--- src/rtl/cordic_pkg.sv ---
// Shared CORDIC definitions: mode encodings, default output width and the
// pointer-width helper used by the result buffer.
package cordic_pkg;

    typedef enum logic [1:0] {
        MODE_NONE = 2'd0,
        MODE_VEC  = 2'd1,
        MODE_ROT  = 2'd2
    } cordic_mode_e;

    localparam int CORDIC_OUT_WIDTH = 16;

    // Pointers carry one extra wrap bit above the slot index.
    function automatic int resbuf_ptr_w(input int depth);
        return $clog2(depth) + 1;
    endfunction

endpackage

--- src/rtl/cordic_result_buf.sv ---
// In-order result holding buffer behind the CORDIC; reserves a slot per issue
// and returns credit. Optional sticky protocol error via CORDIC_RESBUF_ERR_EN.
module cordic_result_buf
    import cordic_pkg::*;
#(
    parameter int OUT_WIDTH = CORDIC_OUT_WIDTH,
    parameter int DEPTH     = 8
) (
    input  logic                 clk,
    input  logic                 rst,
    input  logic                 issue_in,
    input  logic [1:0]           mode_in,
    input  logic                 res_valid_in,
    input  logic [OUT_WIDTH-1:0] res_r_in,
    input  logic [OUT_WIDTH-1:0] res_a_in,
    output logic                 credit_out,
    output logic                 out_valid,
    input  logic                 out_ready,
    output logic [OUT_WIDTH-1:0] out_r,
    output logic [OUT_WIDTH-1:0] out_a,
    output logic [1:0]           out_mode,
    output logic                 err_out
);

    localparam int PW = resbuf_ptr_w(DEPTH);
    localparam int IW = PW - 1;
    localparam logic [PW-1:0] DEPTH_P = PW'(DEPTH);

    typedef struct packed {
        logic [1:0]           mode;
        logic [OUT_WIDTH-1:0] a;
        logic [OUT_WIDTH-1:0] r;
    } slot_t;

    slot_t slots [DEPTH];

    logic [PW-1:0] iss_ptr;
    logic [PW-1:0] fill_ptr;
    logic [PW-1:0] rd_ptr;
    logic [PW-1:0] used;

    logic do_issue;
    logic do_fill;
    logic do_pop;
    logic has_reserved;

    assign used         = iss_ptr - rd_ptr;
    assign credit_out   = (used < DEPTH_P);
    assign has_reserved = (fill_ptr != iss_ptr);
    assign out_valid    = (fill_ptr != rd_ptr);

    assign do_issue = issue_in & credit_out;
    assign do_fill  = res_valid_in & has_reserved;
    assign do_pop   = out_valid & out_ready;

    always_ff @(posedge clk or posedge rst) begin
        if (rst) begin
            iss_ptr  <= '0;
            fill_ptr <= '0;
            rd_ptr   <= '0;
        end else begin
            if (do_issue) iss_ptr  <= iss_ptr + 1'b1;
            if (do_fill)  fill_ptr <= fill_ptr + 1'b1;
            if (do_pop)   rd_ptr   <= rd_ptr + 1'b1;
        end
    end

    // Issue and fill never target the same slot: a fill needs fill_ptr != iss_ptr.
    always_ff @(posedge clk) begin
        if (do_issue) slots[iss_ptr[IW-1:0]].mode <= mode_in;
        if (do_fill) begin
            slots[fill_ptr[IW-1:0]].r <= res_r_in;
            slots[fill_ptr[IW-1:0]].a <= res_a_in;
        end
    end

    always_comb begin
        out_r    = '0;
        out_a    = '0;
        out_mode = '0;
        if (out_valid) begin
            out_r    = slots[rd_ptr[IW-1:0]].r;
            out_a    = slots[rd_ptr[IW-1:0]].a;
            out_mode = slots[rd_ptr[IW-1:0]].mode;
        end
    end

`ifdef CORDIC_RESBUF_ERR_EN
    logic err_q;

    always_ff @(posedge clk or posedge rst) begin
        if (rst) begin
            err_q <= 1'b0;
        end else if ((issue_in & ~credit_out) | (res_valid_in & ~has_reserved)) begin
            err_q <= 1'b1;
        end
    end

    assign err_out = err_q;
`else
    assign err_out = 1'b0;
`endif

endmodule

--- config.mk ---
export PLATFORM = sky130hd
export DESIGN_NAME = cordic_result_buf
export DESIGN_NICKNAME = d
export VERILOG_FILES = /design/src/rtl/cordic_pkg.sv /design/src/rtl/cordic_result_buf.sv
export SDC_FILE = /design/constraint.sdc
export NUM_CORES = 1
export LEC_CHECK = 0
export CELL_PAD_IN_SITES_DETAIL_PLACEMENT = 0
export CELL_PAD_IN_SITES_GLOBAL_PLACEMENT = 1
export CORE_UTILIZATION = 55
export CTS_CLUSTER_DIAMETER = 30
export DETAILED_ROUTE_END_ITERATION = 8
export PLACE_DENSITY = 0.9
export SYNTH_ARGS = -nofsm -noshare
export SYNTH_HDL_FRONTEND = slang
export SYNTH_SLANG_ARGS = --single-unit
--- constraint.sdc ---
create_clock -name clk -period 9.23 [get_ports clk]
set_input_delay 0.923 -clock clk [delete_from_list [all_inputs] [get_ports clk]]
set_output_delay 0.923 -clock clk [all_outputs]
set_load 0.1 [all_outputs]
Word-level counts from Yosys, hierarchy flattened
Memories as Yosys holds them, arrays and structs flattened.
Cells that the tools add are included.
Widths: inputs -> output; s select.
{"block": "op_classes", "addsub": 4, "order_cmp": 1, "eq_ne": 2, "muxes": 7, "n_bitwise": 3}
{"cell": "$mux 16", "n": 2}
{"cell": "$add 4x1->4 const B", "n": 3}
{"cell": "$ne 4x4->1", "n": 2}
{"cell": "$lt 4x4->1 const B", "n": 1}
{"cell": "$mux 1", "n": 4}
{"cell": "$sub 4x4->4", "n": 1}
{"cell": "$and 1x1->1", "n": 3}
{"cell": "$mux 2", "n": 1}
{"block": "word_totals", "ff_bits": 12, "mem_bits_rw": 272, "input_bits": 39, "out_inout_bits": 37, "word_cells": 21, "n_memories": 1}
{"memory": "slots", "words": 8, "width": 34, "rd": 1, "rd_clocked_by_memory_dff": 0, "wr": 2, "line_no": "cordic_result_buf.sv:35", "text": "slot_t slots [DEPTH];"}

Depth between registers and ports, before layout
Gate-level depths: netlist of the first run.
{"block": "depth", "word_depth": 5, "mapped_depth": 9, "depth_no_buf": 7}

Worst setup path before layout of the first run
Ideal clock, no wire load.
{"block": "synth_timing", "path_type": "input to register", "from": "in res_valid_in", "to": "mem slots[0][0] in the netlist's numbering, enable pin", "setup_ps": 461, "t_arrival_ps": 3263, "required_ps": 8769, "path_slack_ps": 5506, "path_stages": 2, "n_path_buf": 0, "cell_sequence": "nand3b_1 > nor3_1"}
{"item": "start: declaration", "line_no": "cordic_result_buf.sv:13", "text": "input logic res_valid_in,"}
{"item": "end: declaration", "line_no": "cordic_result_buf.sv:35"}

Worst setup path in the final report of the first run
{"block": "layout_timing", "from": "reg rd_ptr[1]", "to": "out out_r[0]"}
{"block": "layout_via", "elab_chain_cells": 2, "word_cells_on_any_way": 3, "cone_classes": "eq/ne (1); mux (1); memory (1)"}
{"item": "start: declaration", "line_no": "cordic_result_buf.sv:39", "text": "logic [PW-1:0] rd_ptr;"}
{"item": "start signal: assignment", "line_no": "cordic_result_buf.sv:64", "text": "if (do_pop) rd_ptr <= rd_ptr + 1'b1;"}
{"item": "$mem_v2 8x34 or $ne 4x4->1 (tied branches)"}
{"item": "$mux 16 *", "line_no": "cordic_result_buf.sv:81", "text": "if (out_valid) begin"}
{"item": "end: declaration", "line_no": "cordic_result_buf.sv:19", "text": "output logic [OUT_WIDTH-1:0] out_r,"}
Mark *: on every way between the ends. The rest lies on a longest branch, timed or not.

==> out/metrics.cfg, run 1 <==
[critical_path]
cp_max_fo = 72
worstPathRequired_ps = 8310
critical_path_class = flip-flop to output port
end_kind = output port
worstPathArrival_ps = 4360
critPathLaunchType = flip-flop

[timing]
setup_viol = 0
grt_setup_unrepaired = no
hold_viol = 0
fin_tns_setup_ps = 0
max_freq_ghz = 0.1892
fin_skew_ps = 17.68
tightest_slew_ps = 1164
finalWorstSetupSlack_ps = 3945
slew_violations = 0
post-route-period-util_pct = 57.26
slew_headroom_pct = 21.95
min_period_ps = 5285

[global_routing]
antenna_found_initial = 0
grt_pass1_vias = 6054
grt_pass1_wl_um = 35350
grt_max_degree = 73
globalRouteOverflowTotal = 0
grt_use_total_pct = 23.86

[die]
coreArea_um2 = 19590
fp-row-count = 51
io_pins = 76
initial_utilization_pct = 56.65
die_area_um2 = 20750
fp.dieH_um = 144.1
die_width_um = 144.1

[clock_network]
clockBufferDepth = 3
post-cts-setup-buffer-count = 0
insertion_delay_ps = 530
root_buffer = clkbuf_16
cts_tree = built
cts.sinks = 284
cts_hold_buf = 0
post_cts_resized = 0
cts_buffers = 43
path_clk_slew_ps = 60
htree_num_levels = 2

[routing]
dr_total_vias = 5657
first_iter_violations = 513
ant_nets = 0
drtPass1Iterations = 4
wl_per_cell_um = 24.16
via_per_inst = 5.905
drc = 0
wl_um = 23150

[flow_run]
maxCapViolations = 0

[finish]
drive_gt1_share_pct = 24.39
area_delta_synth_final_pct = 22.60
fin_cells = 958
antenna_cells = 0
nets = 703
final_area_um2 = 13610

[logic_synthesis]
postSynthCellCount = 561
synth_top_area_cell = edfxtp_1
synth_seq_area_share_pct = 76.30
synth_enable_flop_cells = 272
ys_ff_latch = 284
avgSynthCellArea_um2 = 19.78
synth_most_common_cell = edfxtp_1
netlist_area_um2 = 11100
synth_top_area_share_pct = 73.60
ys_types = 33
synthTopCellsByCount = 272 x edfxtp_1, 75 x nand2_1, 68 x mux4_2, 35 x a21oi_1, 16 x clkbuf_1
synthFlopType = edfxtp_1
ys_warn_count = 0
synth_nets = 605
synth_area_leaders = edfxtp_1 74%, mux4_2 14%, dfrtp_1 2.7%
async_flop_share_pct = 4.225

[outcome]
outcome = finished, final reports clean

[placement]
port_buffers = 74
post-place-ws_ps = 4428
place_area_um2 = 12180
gp_congestion = 0.7003
dpl.hpwl_um = 12150
placedCellCount = 879

[min_path]
min_path_type = flip-flop to flip-flop

## cells in the final DEF, fill, tap and decap left out, types with 2 or more instances in the layout
master,instances
edfxtp_1,272
clkinv_4,3
dfrtp_4,2
nand4_1,3
nor2_4,6
xnor2_1,11
clkinvlp_4,8
clkbuf_1,2
inv_6,7
o21ai_0,2
clkinv_2,2
bufinv_16,3
dfrtp_1,9
mux2_2,2
nor3b_1,2
xor2_1,7
clkdlybuf4s50_1,74
inv_1,3
nand3_1,4
clkbuf_16,44
buf_4,12
nand2_1,75
inv_8,3
ha_1,5
nand3b_1,2
nor4b_1,2
nand2b_1,2
clkinv_1,7
a21oi_1,35
nor2_1,2
mux4_2,68
nor3_2,2
## layout make-up
cell class	instances	area, µm²
Sequential cell	284	8477
Fill cell	1172	5983
Multi-Input combinational cell	240	2524
Clock buffer	46	1109
Timing Repair Buffer	86	830.8
Tap cell	265	331.6
Clock inverter	33	320.3
Inverter	4	15.01
## worst max-delay path: stages, from the launching register on
cell	delay (ps)
dfrtp_4	1120
xor2_1	230
nor4_4	890
buf_4	440
a21oi_1	90
clkdlybuf4s50_1	1000
## through the flow
stage | hold slack (ps) | util [%]
floorplan | 497.9 | -
global placement | 531.3 | 62.16
detailed placement | 567.5 | 62.16
CTS | 576.7 | 69.46
global route | 597.2 | 69.46
finish | 584.2 | 69.46
## routing by layer
metal	track usage [%]	vias to the layer above	share of wire, %
li1	-	2444	-
met1	30.52	2921	38
met2	40.48	241	52
met3	4.868	51	6.7
met4	9.239	0	2.5
met5	0	-	0
## flip-flops by register name, indices dropped and copies added (netlist names)
name and flops:
rd_ptr 4, slots 272, fill_ptr 4, iss_ptr 4
## kinds of logic (layout without fill, tap and decap cells)
kind of cell	count (synthesis)	in the layout	synth area share, %
DFF	284	284	76.30
and+or+nand+nor	107	107	4.329
muxes	70	70	14.00
AOI/OAI and AO/OA	38	38	1.747
buffers and inverters	37	169	1.454
xor gates and xnor gates	19	19	1.567
adders and majority gates	5	5	0.5637
other	1	1	0.03379
## path summary, 6_finish.rpt
path | to | from | slack, ps | depth (start not counted)
min in group asynchronous | fill_ptr[2] | rst | 720 | 2
max in group asynchronous | rd_ptr[1] | rst | 8130 | 2
worst max-delay path | out_r[0] | rd_ptr[1] | 3940 | 5
worst max register to register | slots[1][32] | rd_ptr[0] | 5840 | 6
worst min register to register | rd_ptr[3] | rd_ptr[3] | 580 | 1
worst min-delay path | rd_ptr[3] | rd_ptr[3] | 580 | 1
Power of run 1 is left out: the tool's default activity adds up to more than one toggle a clock period on the data nets, which glitch-free logic cannot reach.
==> run 2, diff against run 1 <==
CORE_UTILIZATION = 51   (was 55)
PLACE_DENSITY = 0.85   (was 0.9)
clock period = 5.2 ns   (was 9.23 ns; I/O delays follow)
==> out/metrics.cfg, run 2 (synthesis gave the netlist of run 1 again) <==
[timing]
post-route-period-util_pct = 81.73
hold_viol = 0  ; unchanged
hold_slack_ps = 319.9  ; -264.3 ps
max_freq_ghz = 0.2353
fin_skew_ps = 17.39  ; -0.2898 ps
slew_violations = 0  ; unchanged
tightest_slew_ps = 1163  ; -1.307 ps
setup_viol = 0  ; unchanged
grt_setup_unrepaired = no
slew_headroom_pct = 21.98  ; +0.031 points
fin_tns_setup_ps = 0  ; unchanged
min_period_ps = 4250

[critical_path]
cp_max_fo = 36  ; -50%
worstPathArrival_ps = 3730  ; -630 ps
worstPathRequired_ps = 4680  ; -3630 ps
critical_path_class = flip-flop to output port
critPathLaunchType = flip-flop
end_kind = output port

[global_routing]
grt_max_degree = 41  ; -44%
grt_pass1_wl_um = 34710  ; -1.8%
grt_pass1_vias = 6022  ; -0.53%
globalRouteOverflowTotal = 0  ; unchanged
grt_use_total_pct = 21.34  ; -2.5 points
antenna_found_initial = 0  ; unchanged

[placement]
port_buffers = 74  ; unchanged
dpl.hpwl_um = 12250  ; +0.83%
placedCellCount = 894  ; +1.7%
gp_congestion = 0.7268  ; +3.8%

[clock_network]
insertion_delay_ps = 540  ; about the same
cts_tree = built
post_cts_resized = 0  ; unchanged
cts_hold_buf = 0  ; unchanged
htree_num_levels = 2  ; unchanged
root_buffer = clkbuf_16
path_clk_slew_ps = 50  ; about the same
cts.sinks = 284  ; unchanged
cts_buffers = 48  ; +12%
post-cts-setup-buffer-count = 0  ; unchanged
clockBufferDepth = 3  ; unchanged

[die]
fp.dieH_um = 149.5  ; +3.8%
initial_utilization_pct = 52.46  ; -4.2 points
die_area_um2 = 22350  ; +7.7%
io_pins = 76  ; unchanged
fp-row-count = 53  ; +3.9%
coreArea_um2 = 21150  ; +8.0%
die_width_um = 149.5  ; +3.8%

[routing]
top_layer_used = met4
met2WireLength_um = 12050  ; -0.54%
wl_um = 22850  ; -1.3%
wl_met3_um = 1419  ; -8.2%
drc = 0  ; unchanged
first_iter_violations = 339  ; -34%
wl_per_cell_um = 23.27  ; -3.7%
ant_nets = 0  ; unchanged
via_per_inst = 5.708  ; -3.3%
dr_total_vias = 5605  ; -0.92%
wl_met1_um = 9048  ; +1.7%
drtPass1Iterations = 5  ; +1

[outcome]
outcome = finished, final reports clean

[finish]
area_delta_synth_final_pct = 24.36
largest_reg_flops = 272  ; unchanged
antenna_cells = 0  ; unchanged
seqCellArea_um2 = 8474  ; about the same
fin_cells = 982  ; +2.5%
nets = 713  ; +1.4%
fill_cells = 1345  ; +15%
final_common_cell = edfxtp_1
drive_gt1_share_pct = 25.32  ; +0.93 points
final_cell_mix = 272 x edfxtp_1, 75 x nand2_1, 73 x clkdlybuf4s50_1
multiInputGateArea_um2 = 2524  ; unchanged

[min_path]
min_path_type = input port to async pin

[flow_run]
maxCapViolations = 0  ; unchanged

[run 2: cell types whose count changed in the layout (fill, tap and decap cells not counted), sizes merged]
cell,delta
clkdlybuf4s50,-1
buf,+6
clkbuf,+10
inv,-6
clkinvlp,-4
clkinv,+9
[run 2: area by class of cell]
class	instances	share of cell area [%]
Multi-Input combinational cell	240	18.28
Tap cell	275	2.493
Sequential cell	284	61.40
Clock inverter	32	2.203
Clock buffer	56	9.147
Inverter	4	0.1088
Timing Repair Buffer	91	6.364
[run 2: critical path, cell delays in order (launching register included)]
cell and delay (ps):
dfrtp_4 880, buf_4 500, mux4_2 310, nand2_1 50
a21oi_1 250, clkdlybuf4s50_1 1180
[run 2: per-layer routing]
metal | up-vias | GRT usage (%)
met5 | - | 0
met4 | 0 | 6.888
met3 | 29 | 4.665
met2 | 188 | 36.25
met1 | 2920 | 27.45
li1 | 2468 | -
[run 2: final timing paths]
check	slack, ps	depth (start not counted)	from	to
worst min-delay path	320	2	rst	fill_ptr[2]
max in group asynchronous	4510	2	rst	rd_ptr[0]
worst max register to register	1580	7	rd_ptr[2]	slots[1][33]
worst max-delay path	950	5	rd_ptr[0]	out_a[5]
worst min register to register	530	1	fill_ptr[3]	fill_ptr[3]
min in group clk	530	1	fill_ptr[3]	fill_ptr[3]
[run 2: stage by stage]
step	cell area (µm²)	utilization [%]	setup slack, ps
6_report	13800	65.25	949.9
5_1_grt	13800	65.25	757.2
4_1_cts	13800	65.25	845.5
3_5_place_dp	12240	57.84	1443
3_3_place_gp	12240	57.84	1477
2_1_floorplan	11100	-	1548
Power of run 2 is left out for the same reason.
